### config.mk
export PLATFORM = sky130hd
export DESIGN_NAME = ddr_vector_responder
export DESIGN_NICKNAME = d
export VERILOG_FILES = /design/src/rtl/ddr_vector_responder_pkg.sv /design/src/rtl/ddr_mem_array.sv /design/src/rtl/ddr_vector_responder.sv
export SDC_FILE = /design/constraint.sdc
export NUM_CORES = 2
export LEC_CHECK = 0
export CAP_MARGIN = 20
export CORE_AREA = 2 2 595 479
export DETAILED_ROUTE_END_ITERATION = 8
export DIE_AREA = 0 0 597 481
export PLACE_DENSITY_LB_ADDON = 0.25
export SETUP_SLACK_MARGIN = 0.05
export SLEW_MARGIN = 20
export SYNTH_ARGS = -nofsm -noshare
export SYNTH_HDL_FRONTEND = slang
export SYNTH_SLANG_ARGS = --single-unit
### constraint.sdc
create_clock -name clk_i -period 7.4 [get_ports clk_i]
set_clock_uncertainty 0.05 [all_clocks]
set_input_delay 1.48 -clock clk_i [delete_from_list [all_inputs] [get_ports clk_i]]
set_output_delay 1.48 -clock clk_i [all_outputs]
set_load 0.02 [all_outputs]
### src/rtl/ddr_vector_responder_pkg.sv
// Shared types for the load/store unit's vector path and its memory-side responder.
package ddr_vector_responder_pkg;

    localparam int DdrAddressWidth   = 16;
    localparam int DdrDataWidth      = 8;
    localparam int D                 = 4;
    localparam int ResponderMemDepth = 256;

    typedef logic [DdrAddressWidth-1:0] ddr_address_t;
    typedef logic [DdrDataWidth-1:0]    ddr_data_t;
    typedef logic [$clog2(D)-1:0]       DI_t;

    // Only LDV and SV are defined; encodings 2 and 3 are rejected by the responder.
    typedef enum logic [1:0] {
        LDV = 2'd0,
        SV  = 2'd1
    } load_store_operation_t;

    typedef enum logic [1:0] {
        ST_IDLE      = 2'd0,
        ST_RD_WAIT   = 2'd1,
        ST_RD_STREAM = 2'd2,
        ST_WR_STREAM = 2'd3
    } responder_state_t;

endpackage

### src/rtl/ddr_mem_array.sv
// Single-port word RAM: one write per cycle or one registered read per cycle.
// The storage has no reset; only the read-data register is cleared so the
// responder's data output starts at zero.
module ddr_mem_array #(
    parameter int Depth = 256,
    parameter int Width = 8
) (
    input  logic                     clk_i,
    input  logic                     rst_i,
    input  logic                     we_i,
    input  logic                     re_i,
    input  logic [$clog2(Depth)-1:0] addr_i,
    input  logic [Width-1:0]         wdata_i,
    output logic [Width-1:0]         rdata_o
);

    logic [Width-1:0] mem_r [Depth];
    logic [Width-1:0] rdata_r;

    // Storage write port, deliberately without reset.
    always_ff @(posedge clk_i) begin
        if (we_i) begin
            mem_r[addr_i] <= wdata_i;
        end
    end

    // Read register: updates only on a read so the value holds during stalls.
    always_ff @(posedge clk_i) begin
        if (rst_i) begin
            rdata_r <= '0;
        end else if (re_i) begin
            rdata_r <= mem_r[addr_i];
        end
    end

    assign rdata_o = rdata_r;

endmodule

### src/rtl/ddr_vector_responder.sv
// Memory-side responder for vector loads (LDV) and stores (SV) of D elements.
// The first read word is fetched at request acceptance; each read handshake
// fetches the following word so beats can stream at one per cycle.
module ddr_vector_responder
    import ddr_vector_responder_pkg::*;
#(
    parameter int MemDepth    = ResponderMemDepth,
    parameter int ReadLatency = 2
) (
    input  logic                  clk_i,
    input  logic                  rst_i,
    input  logic                  req_valid_i,
    output logic                  req_ready_o,
    input  load_store_operation_t req_op_i,
    input  ddr_address_t          req_addr_i,
    input  logic                  wdata_valid_i,
    input  ddr_data_t             wdata_i,
    output logic                  wdata_ready_o,
    output logic                  rdata_valid_o,
    output ddr_data_t             rdata_o,
    output logic                  rdata_last_o,
    input  logic                  rdata_ready_i,
    output logic                  done_o,
    output logic                  err_o
);

    localparam int AW   = $clog2(MemDepth);
    localparam int LatW = $clog2(ReadLatency + 2);

    typedef logic [AW-1:0] mem_index_t;

    localparam DI_t             LastK   = DI_t'(D - 1);
    localparam logic [LatW-1:0] LatLast = LatW'(ReadLatency - 1);

    responder_state_t state_r, state_next_s;
    mem_index_t       base_r, base_next_s;
    DI_t              k_r, k_next_s;
    logic [LatW-1:0]  lat_r, lat_next_s;

    logic       mem_we_s, mem_re_s;
    mem_index_t mem_addr_s;
    logic       done_next_s, err_next_s;

    logic req_ready_r, wdata_ready_r, rdata_valid_r, rdata_last_r, done_r, err_r;

    // Addresses wider than the memory simply alias modulo MemDepth.
    if (AW < DdrAddressWidth) begin : g_addr_alias
        logic unused_addr_s;
        assign unused_addr_s = ^req_addr_i[DdrAddressWidth-1:AW];
    end

    // Next-state, index/latency counters and memory port control.
    always_comb begin
        state_next_s = state_r;
        base_next_s  = base_r;
        k_next_s     = k_r;
        lat_next_s   = lat_r;
        mem_we_s     = 1'b0;
        mem_re_s     = 1'b0;
        mem_addr_s   = base_r + mem_index_t'(k_r);
        done_next_s  = 1'b0;
        err_next_s   = 1'b0;
        case (state_r)
            ST_IDLE: begin
                if (req_valid_i) begin
                    base_next_s = req_addr_i[AW-1:0];
                    k_next_s    = '0;
                    lat_next_s  = '0;
                    case (req_op_i)
                        LDV: begin
                            mem_re_s     = 1'b1;
                            mem_addr_s   = req_addr_i[AW-1:0];
                            state_next_s = (ReadLatency == 0) ? ST_RD_STREAM : ST_RD_WAIT;
                        end
                        SV: begin
                            state_next_s = ST_WR_STREAM;
                        end
                        default: begin
                            err_next_s   = 1'b1;
                            state_next_s = ST_IDLE;
                        end
                    endcase
                end else begin
                    state_next_s = ST_IDLE;
                end
            end
            ST_RD_WAIT: begin
                if (lat_r == LatLast) begin
                    state_next_s = ST_RD_STREAM;
                end else begin
                    lat_next_s = lat_r + LatW'(1);
                end
            end
            ST_RD_STREAM: begin
                if (rdata_ready_i) begin
                    if (k_r == LastK) begin
                        state_next_s = ST_IDLE;
                    end else begin
                        k_next_s   = k_r + DI_t'(1);
                        mem_re_s   = 1'b1;
                        mem_addr_s = base_r + mem_index_t'(k_r + DI_t'(1));
                    end
                end else begin
                    state_next_s = ST_RD_STREAM;
                end
            end
            ST_WR_STREAM: begin
                if (wdata_valid_i) begin
                    mem_we_s = 1'b1;
                    if (k_r == LastK) begin
                        state_next_s = ST_IDLE;
                        done_next_s  = 1'b1;
                    end else begin
                        k_next_s = k_r + DI_t'(1);
                    end
                end else begin
                    state_next_s = ST_WR_STREAM;
                end
            end
            default: begin
                state_next_s = ST_IDLE;
            end
        endcase
    end

    // State, counters and registered handshake/status outputs.
    always_ff @(posedge clk_i) begin
        if (rst_i) begin
            state_r       <= ST_IDLE;
            base_r        <= '0;
            k_r           <= '0;
            lat_r         <= '0;
            req_ready_r   <= 1'b1;
            wdata_ready_r <= 1'b0;
            rdata_valid_r <= 1'b0;
            rdata_last_r  <= 1'b0;
            done_r        <= 1'b0;
            err_r         <= 1'b0;
        end else begin
            state_r       <= state_next_s;
            base_r        <= base_next_s;
            k_r           <= k_next_s;
            lat_r         <= lat_next_s;
            req_ready_r   <= (state_next_s == ST_IDLE);
            wdata_ready_r <= (state_next_s == ST_WR_STREAM);
            rdata_valid_r <= (state_next_s == ST_RD_STREAM);
            rdata_last_r  <= (state_next_s == ST_RD_STREAM) && (k_next_s == LastK);
            done_r        <= done_next_s;
            err_r         <= err_next_s;
        end
    end

    // A write coinciding with reset is dropped so an abandoned store stops cleanly.
    ddr_mem_array #(
        .Depth (MemDepth),
        .Width (DdrDataWidth)
    ) u_mem (
        .clk_i   (clk_i),
        .rst_i   (rst_i),
        .we_i    (mem_we_s & ~rst_i),
        .re_i    (mem_re_s),
        .addr_i  (mem_addr_s),
        .wdata_i (wdata_i),
        .rdata_o (rdata_o)
    );

    assign req_ready_o   = req_ready_r;
    assign wdata_ready_o = wdata_ready_r;
    assign rdata_valid_o = rdata_valid_r;
    assign rdata_last_o  = rdata_last_r;
    assign done_o        = done_r;
    assign err_o         = err_r;

endmodule
==> qor.txt <==
mux share of post-synthesis cell area - 0.109
final setup fails - 0
clk slew on worst S/H paths - 0.06 ns
Placed Instances - 8105
count of cell types in the netlist - 79
Synth Net Count - 4397
Syn Inst Count - 4359
Die Height - 481 um
Fmax - 170 MHz
R2R Setup Slk - 1.90 ns
Die Wd - 597 um
Slew @ Worst Pin - 1.19 ns
design area - 93900 um2
FP Rows - 175
GRT overflow - 0
most common cell after layout, fill and taps aside - edfxtp_1
Final Instance Count excl. Fillers - 8493
Clk Latency, worst-skew pair - 0.85 ns
R2R Path Start - k_r[0]
Max-slew headroom - 0.185
dpl cell area - 87400 um2
Post-Route WL - 244000 um
Seq cells post-synth - 2076
CP arrival - 6.54 ns
first-pass GRT wire length - 341000 um
CTS tree - yes
P_leak - 28.9 nW
Post-synth EDFFs - 2048
CTS buffer count - 214
Routed wire per std cell - 28.8 um
Worst setup SP type - primary input
Pwr Density - 282 nW/um2
async set or reset register ratio after synthesis - 0
postcts setup bufs - 0
worst r2r dst - u_mem.mem_r[116][0]
CORE AREA - 282000 um2
CTS sink cnt - 2076
main combinational cell family by area after synthesis - multiplexers
Mean Syn Cell Area - 18.6 um2
worst hold endpoint - base_r[0]
post-synthesis sequential area ratio - 0.765
Worst Reg-to-Reg Cells - 11
DRT Pass-1 Iters - 6
Total Nets Final - 4642
via count - 44000
RSZ-0062 raised after global routing - no
vias per inst - 5.18
Yosys warning total - 0
Post-route DRC - 0
Period Utilization, post-route - 0.793
status - finished clean
mapped cell area - 81100 um2
CP required - 8.07 ns
largest net degree at the start of global routing - 197
Root Buffer - clkbuf_16
DIE AREA - 287000 um2
vias in the first global route - 43100
worst min-delay path class - reg2reg
Post-Synth XOR/XNOR Area - 0.000540
Final Hold Viols - 0
Max Cap Violations - 0
setup TNS - 0 ns
critical path type - in2reg
Max clock buf depth - 4
most frequent cells in the layout - edfxtp_1, nand2_1, mux4_2
hold bufs inserted after CTS - 0
post-DP HPWL - 149000 um
adder-cell share of the synthesized area - 0.00126
post-layout util - 0.333
Syn-to-layout area delta - 15.7%
ANT nets after route - 0
Fill cells - 26800
post-layout min period - 5.87 ns
hold path depth - 2
Peak VDD IR - 216 uV
total power - 26.5 mW
Initial Utilization - 0.288
Synth Area in Simple Gates - 0.0451
port bufs - 36
htree depth - 4
Main synth FF type - edfxtp_1
HP Start - base_r[0]
worst-path fanout max - 11
number of I/O pins - 45
initial antenna violation count - 14
CP Capture Type - register
layout cells sized above 1 - 0.205
CTS resizes - 0
GP Congestion - 0.817
Slew Viols, Final - 0
Total GRT Usage - 0.167
compound-cell area share of the yosys netlist - 0.0598
initial drt markers - 5388
==> Yosys cell counts, types with 20 or more instances <==
library cell / n / area (um2)
edfxtp_1: 2048 / 61500
nand2_1: 404 / 1520
mux4_2: 376 / 8470
nor2_1: 301 / 1130
a21oi_1: 229 / 1150
a22oi_1: 183 / 1370
clkbuf_1: 108 / 405
buf_2: 104 / 521
nand3_1: 46 / 230
a221oi_1: 45 / 394
a32oi_1: 42 / 368
buf_4: 39 / 293
mux2i_1: 37 / 370
a22o_1: 35 / 307
dfxtp_1: 28 / 561
nor3_1: 26 / 130
o22ai_1: 24 / 150
and3_1: 22 / 138
buf_6: 20 / 225
==> cells by family after synthesis <==
family                   Yosys count
XOR/XNOR                           5
buffers and inverters            297
adder cells (fa/ha/maj)            7
AO/OA/AOI/OAI                    693
multiplexers                     415
flip-flops                      2076
AND/OR/NAND/NOR                  866
==> critical path: stages <==
cell and delay (ns):
clkdlybuf4s50_1 0.55, nor3b_2 0.46, a22oi_1 0.13, buf_4 0.23
a211oi_1 0.46, o22ai_2 0.30, nand2_1 0.83, buf_4 0.35
a221oi_1 0.07, a2111oi_0 1.01, a311oi_1 0.27, a211oi_1 0.25
a311oi_1 0.11
==> how the worst max path moves through the flow <==
stage | startpoint | end | slack, ns | depth (start not counted)
final | req_valid_i | u_mem.rdata_o[4] | 1.53 | 13
after global routing | req_valid_i | u_mem.rdata_o[6] | 1.29 | 14
after CTS | req_valid_i | u_mem.rdata_o[2] | 1.57 | 11
after detailed placement | req_valid_i | u_mem.rdata_o[2] | 0.64 | 11
after global placement | req_valid_i | u_mem.rdata_o[2] | 0.68 | 11
after floorplan | req_op_i[1] | u_mem.mem_r[115][0] | 2.58 | 14
==> metal layers <==
metal,up-vias,wire length [um],GRT usage
met5,-,14,0
met4,4,5280,0.0363
met3,315,21500,0.0397
met2,1797,105000,0.240
met1,23600,113000,0.253
li1,18300,-,-
==> registers in the layout, summed over array words and instances (netlist names) <==
| name | cells |
|---|---|
| rdata_valid_o | 1 |
| k_r | 2 |
| state_r | 2 |
| err_o | 1 |
| u_mem.rdata_o | 8 |
| wdata_ready_o | 1 |
| done_o | 1 |
| req_ready_o | 1 |
| lat_r | 2 |
| base_r | 8 |
| rdata_last_o | 1 |
| u_mem.mem_r | 2048 |
==> report_power, final <==
group	switching, mW	internal, mW	leakage [nW]
registers	0.0177	12.9	18.6
clock network	4.49	5.81	3.20
logic	2.10	1.15	7.09
total	6.62	19.9	28.9
==> per-stage QoR <==
stage / setup slack [ns] / hold WS [ns]
floorplan: 2.58 / 0.404
global placement: 0.683 / 0.417
detailed placement: 0.643 / 0.424
CTS: 1.57 / 0.437
global route: 1.29 / 0.445
finish: 1.53 / 0.443
==> cell type report <==
class | count | area, um2 | share of cell area
Antenna cell | 2 | 5.00 | 0.0000533
Clock buffer | 280 | 5730 | 0.0610
Clock inverter | 106 | 808 | 0.00861
Inverter | 11 | 41.3 | 0.000440
Multi-Input combinational cell | 1986 | 17600 | 0.188
Sequential cell | 2076 | 62100 | 0.661
Tap cell | 3717 | 4650 | 0.0495
Timing Repair Buffer | 315 | 2980 | 0.0318
(Power assumes the default switching activity.)
